===== config.mk =====
export PLATFORM = sky130hd
export DESIGN_NAME = ram_port_arbiter
export DESIGN_NICKNAME = d
export VERILOG_FILES = /design/src/rtl/ram_arb_pkg.sv /design/src/rtl/rr_arbiter.sv /design/src/rtl/ram_port_arbiter.sv
export SDC_FILE = /design/constraint.sdc
export NUM_CORES = 1
export LEC_CHECK = 0
export ABC_AREA = 1
export ABC_CLOCK_PERIOD_IN_PS = 1800
export CORE_AREA = 4 4 141 143
export DETAILED_ROUTE_END_ITERATION = 12
export DIE_AREA = 0 0 145 147
export PLACE_DENSITY = 0.55
export SYNTH_ARGS = -nofsm -noshare
export SYNTH_HDL_FRONTEND = slang
export SYNTH_SLANG_ARGS = --single-unit

===== constraint.sdc =====
create_clock -name clk -period 1.8 [get_ports clk]
set_clock_uncertainty 0.15 [all_clocks]
set_input_delay 0.36 -clock clk [delete_from_list [all_inputs] [get_ports clk]]
set_output_delay 0.36 -clock clk [all_outputs]
set_load 0.01 [all_outputs]

===== src/rtl/ram_arb_pkg.sv =====
// Shared defaults and helpers for the RAM port arbiter.
package ram_arb_pkg;

  localparam int unsigned DefNreq      = 2;
  localparam int unsigned DefAw        = 32;
  localparam int unsigned DefDw        = 32;
  localparam int unsigned DefRdLatency = 1;

  // Requester index width; a single-bit index is kept even for one requester.
  function automatic int unsigned idx_width(input int unsigned n);
    return (n <= 2) ? 1 : $clog2(n);
  endfunction

  localparam int unsigned DefIdxW = idx_width(DefNreq);

endpackage


===== src/rtl/rr_arbiter.sv =====
// Round-robin arbiter: grants the lowest requesting index at or after the pointer,
// wrapping modulo NREQ; the pointer moves one past each winner.
module rr_arbiter
  import ram_arb_pkg::*;
#(
  parameter int unsigned NREQ = DefNreq,
  parameter int unsigned IW   = idx_width(NREQ)
) (
  input  logic            clk_i,
  input  logic            rst_ni,
  input  logic [NREQ-1:0] req_i,
  output logic [NREQ-1:0] gnt_o,
  output logic [IW-1:0]   ptr_o
);

  logic [IW-1:0] ptr_q, ptr_d;
  logic [IW-1:0] idx;
  logic          found;

  always_comb begin
    gnt_o = '0;
    ptr_d = ptr_q;
    idx   = '0;
    found = 1'b0;
    for (int unsigned k = 0; k < NREQ; k++) begin
      idx = IW'((32'(ptr_q) + k) % NREQ);
      if (!found && req_i[idx]) begin
        found      = 1'b1;
        gnt_o[idx] = 1'b1;
        ptr_d      = (idx == IW'(NREQ - 1)) ? '0 : idx + 1'b1;
      end
    end
    // No grants may leak out while reset is asserted.
    if (!rst_ni) begin
      gnt_o = '0;
      ptr_d = ptr_q;
    end
  end

  always_ff @(posedge clk_i or negedge rst_ni) begin
    if (!rst_ni) begin
      ptr_q <= '0;
    end else begin
      ptr_q <= ptr_d;
    end
  end

  assign ptr_o = ptr_q;

endmodule


===== src/rtl/ram_port_arbiter.sv =====
// Shares one RAM read port and one RAM write port between NREQ requesters.
// Define RAM_ARB_PERF_EN to add per-requester stall counters.
module ram_port_arbiter
  import ram_arb_pkg::*;
#(
  parameter int unsigned NREQ       = DefNreq,
  parameter int unsigned AW         = DefAw,
  parameter int unsigned DW         = DefDw,
  parameter int unsigned RD_LATENCY = DefRdLatency
) (
  input  logic              clk,
  input  logic              rst,
  input  logic [NREQ-1:0]   req_ren,
  input  logic [NREQ*AW-1:0] req_raddr,
  output logic [NREQ-1:0]   req_rgnt,
  output logic [NREQ-1:0]   rsp_rvalid,
  output logic [DW-1:0]     rsp_rdata,
  input  logic [NREQ-1:0]   req_wen,
  input  logic [NREQ*AW-1:0] req_waddr,
  input  logic [NREQ*DW-1:0] req_wdata,
  output logic [NREQ-1:0]   req_wgnt,
`ifdef RAM_ARB_PERF_EN
  output logic [NREQ*32-1:0] perf_rd_stall,
  output logic [NREQ*32-1:0] perf_wr_stall,
`endif
  output logic [AW-1:0]     ram_raddr_0,
  input  logic [DW-1:0]     ram_rdata_0,
  output logic [AW-1:0]     ram_waddr_0,
  output logic              ram_wen_0,
  output logic [DW-1:0]     ram_wdata_0
);

  localparam int unsigned IW = idx_width(NREQ);

  logic [IW-1:0] rd_ptr, wr_ptr;
  logic [IW-1:0] rd_idx;

  rr_arbiter #(.NREQ(NREQ), .IW(IW)) u_rd_arb (
    .clk_i  (clk),
    .rst_ni (rst),
    .req_i  (req_ren),
    .gnt_o  (req_rgnt),
    .ptr_o  (rd_ptr)
  );

  rr_arbiter #(.NREQ(NREQ), .IW(IW)) u_wr_arb (
    .clk_i  (clk),
    .rst_ni (rst),
    .req_i  (req_wen),
    .gnt_o  (req_wgnt),
    .ptr_o  (wr_ptr)
  );

  // Pointers are only kept visible for debug probing.
  logic unused_ptr;
  assign unused_ptr = ^{rd_ptr, wr_ptr};

  always_comb begin
    rd_idx      = '0;
    ram_raddr_0 = '0;
    for (int unsigned i = 0; i < NREQ; i++) begin
      if (req_rgnt[i]) begin
        rd_idx      = IW'(i);
        ram_raddr_0 = req_raddr[i*AW +: AW];
      end
    end
  end

  always_comb begin
    ram_waddr_0 = '0;
    ram_wdata_0 = '0;
    for (int unsigned i = 0; i < NREQ; i++) begin
      if (req_wgnt[i]) begin
        ram_waddr_0 = req_waddr[i*AW +: AW];
        ram_wdata_0 = req_wdata[i*DW +: DW];
      end
    end
  end

  assign ram_wen_0 = |req_wgnt;

  // Tag pipeline tracks which requester owns the RAM data RD_LATENCY cycles later.
  logic [RD_LATENCY-1:0] tag_vld_q;
  logic [IW-1:0]         tag_idx_q [RD_LATENCY];

  always_ff @(posedge clk or negedge rst) begin
    if (!rst) begin
      tag_vld_q <= '0;
      for (int unsigned i = 0; i < RD_LATENCY; i++) begin
        tag_idx_q[i] <= '0;
      end
    end else begin
      tag_vld_q[0] <= |req_rgnt;
      tag_idx_q[0] <= rd_idx;
      for (int unsigned i = 1; i < RD_LATENCY; i++) begin
        tag_vld_q[i] <= tag_vld_q[i-1];
        tag_idx_q[i] <= tag_idx_q[i-1];
      end
    end
  end

  always_comb begin
    rsp_rvalid = '0;
    for (int unsigned i = 0; i < NREQ; i++) begin
      rsp_rvalid[i] = tag_vld_q[RD_LATENCY-1] && (tag_idx_q[RD_LATENCY-1] == IW'(i));
    end
  end

  assign rsp_rdata = ram_rdata_0;

`ifdef RAM_ARB_PERF_EN
  logic [31:0] rd_stall_q [NREQ];
  logic [31:0] wr_stall_q [NREQ];

  // Saturating counts of cycles spent requesting without a grant.
  always_ff @(posedge clk or negedge rst) begin
    if (!rst) begin
      for (int unsigned i = 0; i < NREQ; i++) begin
        rd_stall_q[i] <= '0;
        wr_stall_q[i] <= '0;
      end
    end else begin
      for (int unsigned i = 0; i < NREQ; i++) begin
        if (req_ren[i] && !req_rgnt[i] && (rd_stall_q[i] != '1)) begin
          rd_stall_q[i] <= rd_stall_q[i] + 32'd1;
        end
        if (req_wen[i] && !req_wgnt[i] && (wr_stall_q[i] != '1)) begin
          wr_stall_q[i] <= wr_stall_q[i] + 32'd1;
        end
      end
    end
  end

  always_comb begin
    perf_rd_stall = '0;
    perf_wr_stall = '0;
    for (int unsigned i = 0; i < NREQ; i++) begin
      perf_rd_stall[i*32 +: 32] = rd_stall_q[i];
      perf_wr_stall[i*32 +: 32] = wr_stall_q[i];
    end
  end
`endif

endmodule


==> flow_metrics.py, run 1 <==
metrics = {
    "status": {
        "run_status": "finished, violations left",
        "failing_checks": "setup timing",
    },
    "timing": {
        "timing.final.ws_setup_ns": -0.1483,
        "post-route-period-util": 1.082,
        "final.hold.worst_slack_ns": 0.4259,
        "unrepaired_setup_endpoints_after_global_routing": "yes",
        "achievable-frequency_ghz": 0.5133,
        "totalNegativeSetupSlack_ns": -7.852,
        "final_number_of_setup_violating_endpoints": 82,
        "worst_slew_pin_slew_ns": 0.2051,
        "finalMaxSlewViolations": 0,
        "finalHoldViolCount": 0,
        "max-slew-margin-rel": 0.8628,
        "fin_crit_ns": 1.948,
    },
    "clocking": {
        "cts_max_path_buffers": 2,
        "clockRootBuffer": "sky130_fd_sc_hd__clkbuf_16",
        "numClockSinks": 4,
        "cts-htree-levels": 1,
        "tritoncts": "done",
        "clk_transition_reported_paths_ns": 0.03,
        "cts_inserted_buffers": 3,
        "clock_latency_ns": 0.22,
    },
    "power_and_ir_drop": {
        "power_switching_uw": 941.4,
        "p_leak_uw": 0.003113,
        "clockPowerShare": 0.143,
        "p_comb_frac": 0.810,
        "netSwitchingFraction": 0.3833,
        "seq_power_share": 0.048,
        "irDropWorstVdd_mv": 0.2387,
        "power.density_nw_per_um2": 370.3,
        "report.power.total_uw": 2456,
        "internal_power_uw": 1515,
    },
    "routing": {
        "avgViaCountPerCell": 4.354,
        "routedWlPerCell_um": 18.55,
        "via_count": 4093,
        "drc": 0,
        "detailed_router_iteration_count_before_antenna_repair": 4,
        "first_iter_violations": 124,
        "number_of_antenna_violating_nets_in_the_routed_design": 0,
        "detail_route.wirelength_um": 17440,
    },
    "floorplan": {
        "die_width_um": 145,
        "initial_utilization": 0.1137,
        "die_span_y_um": 147,
        "core_um2": 18580,
        "floorplan.die_area_um2": 21320,
        "placementRows": 50,
        "io_pins": 365,
    },
    "yosys": {
        "mappedNetlistArea_um2": 2112,
        "flip_flop_and_latch_count_after_synthesis": 4,
        "post_synthesis_share_of_cell_area_spent_on_full_adders_half_adders_and_majority_gates": 0,
        "ys_types": 14,
        "synth_top_family_by_area": "simple AND/OR/NAND/NOR gates",
        "synth.area.mux_share": 0,
        "synth-xor-area-share": 0,
        "synth-seq-area-share": 0.04739,
        "postSynthNetCount": 623,
        "syn_area_per_cell_um2": 5.374,
        "synthesis.instances": 393,
        "yosysWarnings": 0,
        "synth-compound-area-share": 0.009479,
        "synth-simple-area-share": 0.6789,
    },
    "finish": {
        "layout_area_growth_over_synthesis_pct": 214.1,
        "layout_common_cells": "193 x sky130_fd_sc_hd__clkdlybuf4s50_1, 114 x sky130_fd_sc_hd__nand3_1, 91 x sky130_fd_sc_hd__nand2_1",
        "final_cells": 940,
        "nets": 938,
        "final_layout_size_suffix_gt1_frac": 0.4108,
        "postLayoutCellArea_um2": 6634,
        "multi_input_area_um2": 1999,
        "final_common_cell": "sky130_fd_sc_hd__clkdlybuf4s50_1",
        "num_antenna_cells": 0,
        "regArea_um2": 101.3,
        "fillcell_total": 1916,
    },
    "setup_path": {
        "critPathLaunchType": "register",
        "nature_of_the_critical_path_endpoint": "primary output",
        "critical_path_required_ns": 1.29,
        "worst-path-max-fanout": 5,
        "arrival_time_at_the_worst_endpoint_ns": 1.44,
        "crit_type": "register to primary output",
    },
    "placed_design": {
        "placed_area_um2": 5197,
        "detail_placement_hpwl_um": 10310,
        "portBuffers": 300,
        "gp_congestion": 0.7669,
        "placed_cells": 880,
    },
    "global_route": {
        "grt.total_usage": 0.1423,
        "overflow": 0,
        "number_of_global_route_vias_before_repair": 4141,
        "grt_antenna_before_repair": 0,
        "first_pass_grt_wire_length_um": 24060,
        "grt_start_max_net_pins": 24,
    },
    "worst_hold_path": {
        "hold_class": "input pin to register",
    },
    "run": {
        "max_cap_viol_count": 0,
    },
}
registers in the layout, summed over array words and instances, names as in the netlist:
name,flops
u_wr_arb.ptr_o,1
tag_idx_q,1
u_rd_arb.ptr_o,1
tag_vld_q,1
final cells by class:
cell class	count	area share
clock buffers	3	0.01132
inverters	10	0.009053
multi-input cells	309	0.3014
flip-flops and latches	4	0.01528
well taps	234	0.04413
repair buffers	380	0.6188
logic make-up after synthesis:
kind of cell	Yosys count
compound gates	4
flops	4
buf+inv	81
simple gates	304
final timing paths:
path	from	slack, ns	end	cells past startpoint
min	req_ren[0]	0.43	tag_vld_q$_DFF_PN0_	4
min reg2reg	u_rd_arb.ptr_o$_DFFE_PN0P_	0.64	u_rd_arb.ptr_o$_DFFE_PN0P_	3
min in group asynchronous	rst	0.50	tag_idx_q$_DFF_PN0_	3
max in group asynchronous	rst	0.81	u_wr_arb.ptr_o$_DFFE_PN0P_	3
max	u_wr_arb.ptr_o$_DFFE_PN0P_	-0.15	ram_wdata_0[5]	7
max reg2reg	u_wr_arb.ptr_o$_DFFE_PN0P_	0.40	u_wr_arb.ptr_o$_DFFE_PN0P_	8
cells in the mapped netlist:
| cell | n | area share |
|---|---|---|
| sky130_fd_sc_hd__nand3_1 | 182 | 0.43 |
| sky130_fd_sc_hd__nand2_1 | 109 | 0.19 |
| sky130_fd_sc_hd__buf_4 | 48 | 0.17 |
| sky130_fd_sc_hd__buf_2 | 14 | 0.033 |
| sky130_fd_sc_hd__nand3_2 | 10 | 0.047 |
| sky130_fd_sc_hd__buf_6 | 6 | 0.032 |
| sky130_fd_sc_hd__inv_1 | 6 | 0.011 |
| sky130_fd_sc_hd__a21oi_1 | 4 | 0.0095 |
| sky130_fd_sc_hd__dfrtp_1 | 4 | 0.047 |
| sky130_fd_sc_hd__inv_2 | 4 | 0.0071 |
| sky130_fd_sc_hd__buf_1 | 2 | 0.0036 |
| sky130_fd_sc_hd__nor2_1 | 2 | 0.0036 |
| sky130_fd_sc_hd__buf_8 | 1 | 0.0071 |
| sky130_fd_sc_hd__nand2_2 | 1 | 0.0030 |
what timing repair did:
item | 4_1_cts | 5_1_grt
hold endpoints to repair | 4 | 0
setup endpoints to repair | 101 | 94
setup buffers | 21 | 9
gates resized for setup | 513 | 76
hold buffers | 1 | 0
gates cloned | 21 | 6
pin swaps | 16 | 57
critical path, cell delays in order (launching register included):
cell and delay, ns:
sky130_fd_sc_hd__dfrtp_2 0.43, sky130_fd_sc_hd__inv_4 0.13, sky130_fd_sc_hd__nand2_8 0.11, sky130_fd_sc_hd__buf_16 0.17, sky130_fd_sc_hd__buf_12 0.13, sky130_fd_sc_hd__nand3_2 0.05, sky130_fd_sc_hd__nand2_1 0.05, sky130_fd_sc_hd__buf_2 0.13
metal layers:
layer / up-vias / share of wire / track usage
li1: 1939 / - / -
met1: 1851 / 0.36 / 0.1453
met2: 271 / 0.52 / 0.2817
met3: 32 / 0.090 / 0.04195
met4: 0 / 0.032 / 0.03705
met5: - / 0 / 0
power by group through the flow:
stage | registers [uW] | logic (uW) | clock network, uW
final | 117 | 1990 | 351
after global routing | 118 | 2100 | 367
after CTS | 114 | 1790 | 360
after detailed placement | 111 | 1440 | 0
after global placement | 111 | 1450 | 0
after floorplan | 108 | 579 | 0
per-stage QoR:
stage          setup WS [ns]    util
2_1_floorplan         0.3119       -
3_3_place_gp         -0.9566  0.2797
3_5_place_dp         -0.9547  0.2797
4_1_cts              -0.1709  0.3276
5_1_grt              -0.2113  0.3570
6_report             -0.1483  0.3570
Power figures use the tool's default switching activity.
==> run 2, diff against run 1 <==
--- a/config.mk
+++ b/config.mk
@@ -7,10 +7,10 @@
 export LEC_CHECK = 0
 export ABC_AREA = 1
 export ABC_CLOCK_PERIOD_IN_PS = 1800
-export CORE_AREA = 4 4 141 143
+export CORE_AREA = 2 2 143 145
 export DETAILED_ROUTE_END_ITERATION = 12
 export DIE_AREA = 0 0 145 147
-export PLACE_DENSITY = 0.55
+export PLACE_DENSITY = 0.53
 export SYNTH_ARGS = -nofsm -noshare
 export SYNTH_HDL_FRONTEND = slang
 export SYNTH_SLANG_ARGS = --single-unit
==> run 2 against run 1 <==
Effect of this change:
- the flow still finishes with violations (setup timing)
- cell count is 8.3% higher
- worst setup slack about the same
- count of clock-buffer cells in the layout is the same
- first-iteration DRC count shrank 52%
- non-clock buffer count grew 42
- register-to-register slack lost 0.07 ns
- sequential share of layout area down 0.11 points
- die area is the same
- utilization increased by 0.35 points
==> flow_metrics.py, run 2 (same netlist as run 1, synthesis figures left out) <==
metrics = {
    "routing": {
        "first_iter_violations": 59,
        "via_count": 4270,
        "routedWlPerCell_um": 17.17,
        "avgViaCountPerCell": 4.194,
        "number_of_antenna_violating_nets_in_the_routed_design": 0,
        "detailed_router_iteration_count_before_antenna_repair": 4,
        "detail_route.wirelength_um": 17480,
        "drc": 0,
    },
    "clocking": {
        "cts_max_path_buffers": 2,
        "cts-htree-levels": 1,
        "clockRootBuffer": "sky130_fd_sc_hd__clkbuf_16",
        "tritoncts": "done",
        "numClockSinks": 4,
        "cts_inserted_buffers": 3,
        "clk_transition_reported_paths_ns": 0.03,
        "clock_latency_ns": 0.22,
    },
    "placed_design": {
        "placed_cells": 938,
        "gp_congestion": 0.8287,
        "portBuffers": 300,
        "detail_placement_hpwl_um": 10310,
    },
    "global_route": {
        "grt_antenna_before_repair": 0,
        "overflow": 0,
        "grt.total_usage": 0.1528,
        "number_of_global_route_vias_before_repair": 4578,
        "grt_start_max_net_pins": 17,
        "first_pass_grt_wire_length_um": 25830,
    },
    "setup_path": {
        "timing.critical_path.slowest_stage_cell": "sky130_fd_sc_hd__dfrtp_2",
        "critical_path_required_ns": 1.29,
        "nature_of_the_critical_path_endpoint": "primary output",
        "worst-path-max-fanout": 7,
        "crit_type": "register to primary output",
        "critPathBufInv": 4,
        "critPathLaunchType": "register",
        "cpPeakStageDelay_ns": 0.44,
        "worstPathCellList": "inv_4, nand2_8, buf_6, buf_16, nand3_2, nand2_1, buf_2",
        "critPathTopFamily": "buffers and inverters",
        "arrival_time_at_the_worst_endpoint_ns": 1.44,
    },
    "power_and_ir_drop": {
        "netSwitchingFraction": 0.3786,
        "irDropWorstVdd_mv": 0.3425,
        "power_switching_uw": 999.7,
        "internal_power_uw": 1641,
        "report.power.total_uw": 2641,
        "seq_power_share": 0.044,
        "clockPowerShare": 0.132,
        "p_comb_frac": 0.824,
        "power.density_nw_per_um2": 369.1,
        "p_leak_uw": 0.003365,
    },
    "finish": {
        "num_antenna_cells": 0,
        "fillcell_total": 2032,
        "final_common_cell": "sky130_fd_sc_hd__clkdlybuf4s50_1",
        "final_layout_size_suffix_gt1_frac": 0.5201,
        "nets": 980,
        "layout_common_cells": "193 x sky130_fd_sc_hd__clkdlybuf4s50_1, 131 x sky130_fd_sc_hd__nand3_2, 94 x sky130_fd_sc_hd__nand2_1",
        "final_cells": 1018,
        "layout_area_growth_over_synthesis_pct": 238.7,
    },
    "timing": {
        "unrepaired_setup_endpoints_after_global_routing": "yes",
        "timing.final.ws_setup_ns": -0.1482,
        "post-route-period-util": 1.082,
        "achievable-frequency_ghz": 0.5133,
        "worst_slew_pin_slew_ns": 0.1637,
        "final.hold.worst_slack_ns": 0.01878,
        "fin_crit_ns": 1.948,
        "final_number_of_setup_violating_endpoints": 74,
        "finalHoldViolCount": 0,
        "max-slew-margin-rel": 0.8905,
        "finalMaxSlewViolations": 0,
    },
    "floorplan": {
        "initial_utilization": 0.1064,
        "core_um2": 19840,
        "io_pins": 365,
        "floorplan.die_area_um2": 21320,
        "placementRows": 52,
        "die_span_y_um": 147,
        "die_width_um": 145,
    },
    "status": {
        "run_status": "finished, violations left",
        "failing_checks": "setup timing",
    },
    "run": {
        "max_cap_viol_count": 0,
    },
    "worst_hold_path": {
        "hold_class": "input pin to async pin",
    },
}
run 2: layout make-up:
| type | instances | area [um2] | area share |
|---|---|---|---|
| Clock buffer | 3 | 75.07 | 0.01049 |
| Sequential cell | 4 | 101.3 | 0.01417 |
| Timing Repair Buffer | 422 | 4344 | 0.6072 |
| Inverter | 10 | 60.06 | 0.008395 |
| Tap cell | 270 | 337.8 | 0.04722 |
| Multi-Input combinational cell | 309 | 2236 | 0.3125 |
run 2: per-layer routing:
metal,global-route usage,part of all wire,wire (um),up-vias
met5,0,0,0,-
met4,0.05545,0.038,670,0
met3,0.04596,0.083,1445,32
met2,0.2921,0.53,9194,265
met1,0.1572,0.35,6168,1946
li1,-,-,-,2027
run 2: power groups by stage:
stage               registers [uW]  logic, uW  clock network, uW
floorplan                      108        579                  0
global placement               111       1510                  0
detailed placement             111       1500                  0
CTS                            113       2030                357
global route                   118       2310                369
finish                         116       2180                350
run 2: final timing paths:
check | startpoint | endpoint | slack, ns | cells after the start
hold / removal | rst | u_rd_arb.ptr_o$_DFFE_PN0P_ | 0.02 | 3
setup / recovery | u_wr_arb.ptr_o$_DFFE_PN0P_ | ram_waddr_0[26] | -0.15 | 7
max in group asynchronous | rst | tag_idx_q$_DFF_PN0_ | 1.29 | 4
setup reg to reg | u_wr_arb.ptr_o$_DFFE_PN0P_ | u_wr_arb.ptr_o$_DFFE_PN0P_ | 0.33 | 9
hold reg to reg | u_wr_arb.ptr_o$_DFFE_PN0P_ | u_wr_arb.ptr_o$_DFFE_PN0P_ | 0.54 | 4
min in group clk | req_ren[0] | tag_vld_q$_DFF_PN0_ | 0.45 | 4
run 2: worst register-to-register path, cell delays in order (launching register included):
cell,delay (ns)
sky130_fd_sc_hd__dfrtp_2,0.44
sky130_fd_sc_hd__inv_4,0.13
sky130_fd_sc_hd__nand2_8,0.09
sky130_fd_sc_hd__buf_12,0.14
sky130_fd_sc_hd__buf_16,0.13
sky130_fd_sc_hd__nand2_4,0.06
sky130_fd_sc_hd__buf_4,0.10
sky130_fd_sc_hd__buf_4,0.08
sky130_fd_sc_hd__nand2_1,0.04
sky130_fd_sc_hd__inv_1,0.04
run 2: stage by stage:
| step | instance area, um2 | setup WS [ns] | util | setup TNS, ns |
|---|---|---|---|---|
| final | 7154 | -0.1482 | 0.3605 | -6.995 |
| after global routing | 7154 | -0.2067 | 0.3605 | -12.50 |
| after CTS | 6739 | -0.1769 | 0.3396 | -9.844 |
| after detailed placement | 5418 | -0.8860 | 0.2730 | -79.14 |
| after global placement | 5418 | -0.8890 | 0.2730 | -78.99 |
| after floorplan | 2112 | 0.3119 | - | 0 |
run 2: what timing repair did:
action / in CTS / in global routing
setup endpoints to repair: 102 / 99
pin swaps: 77 / 61
gates cloned: 21 / 2
hold buffers: 0 / 0
gates resized for setup: 587 / 85
buffers inserted: 51 / 10
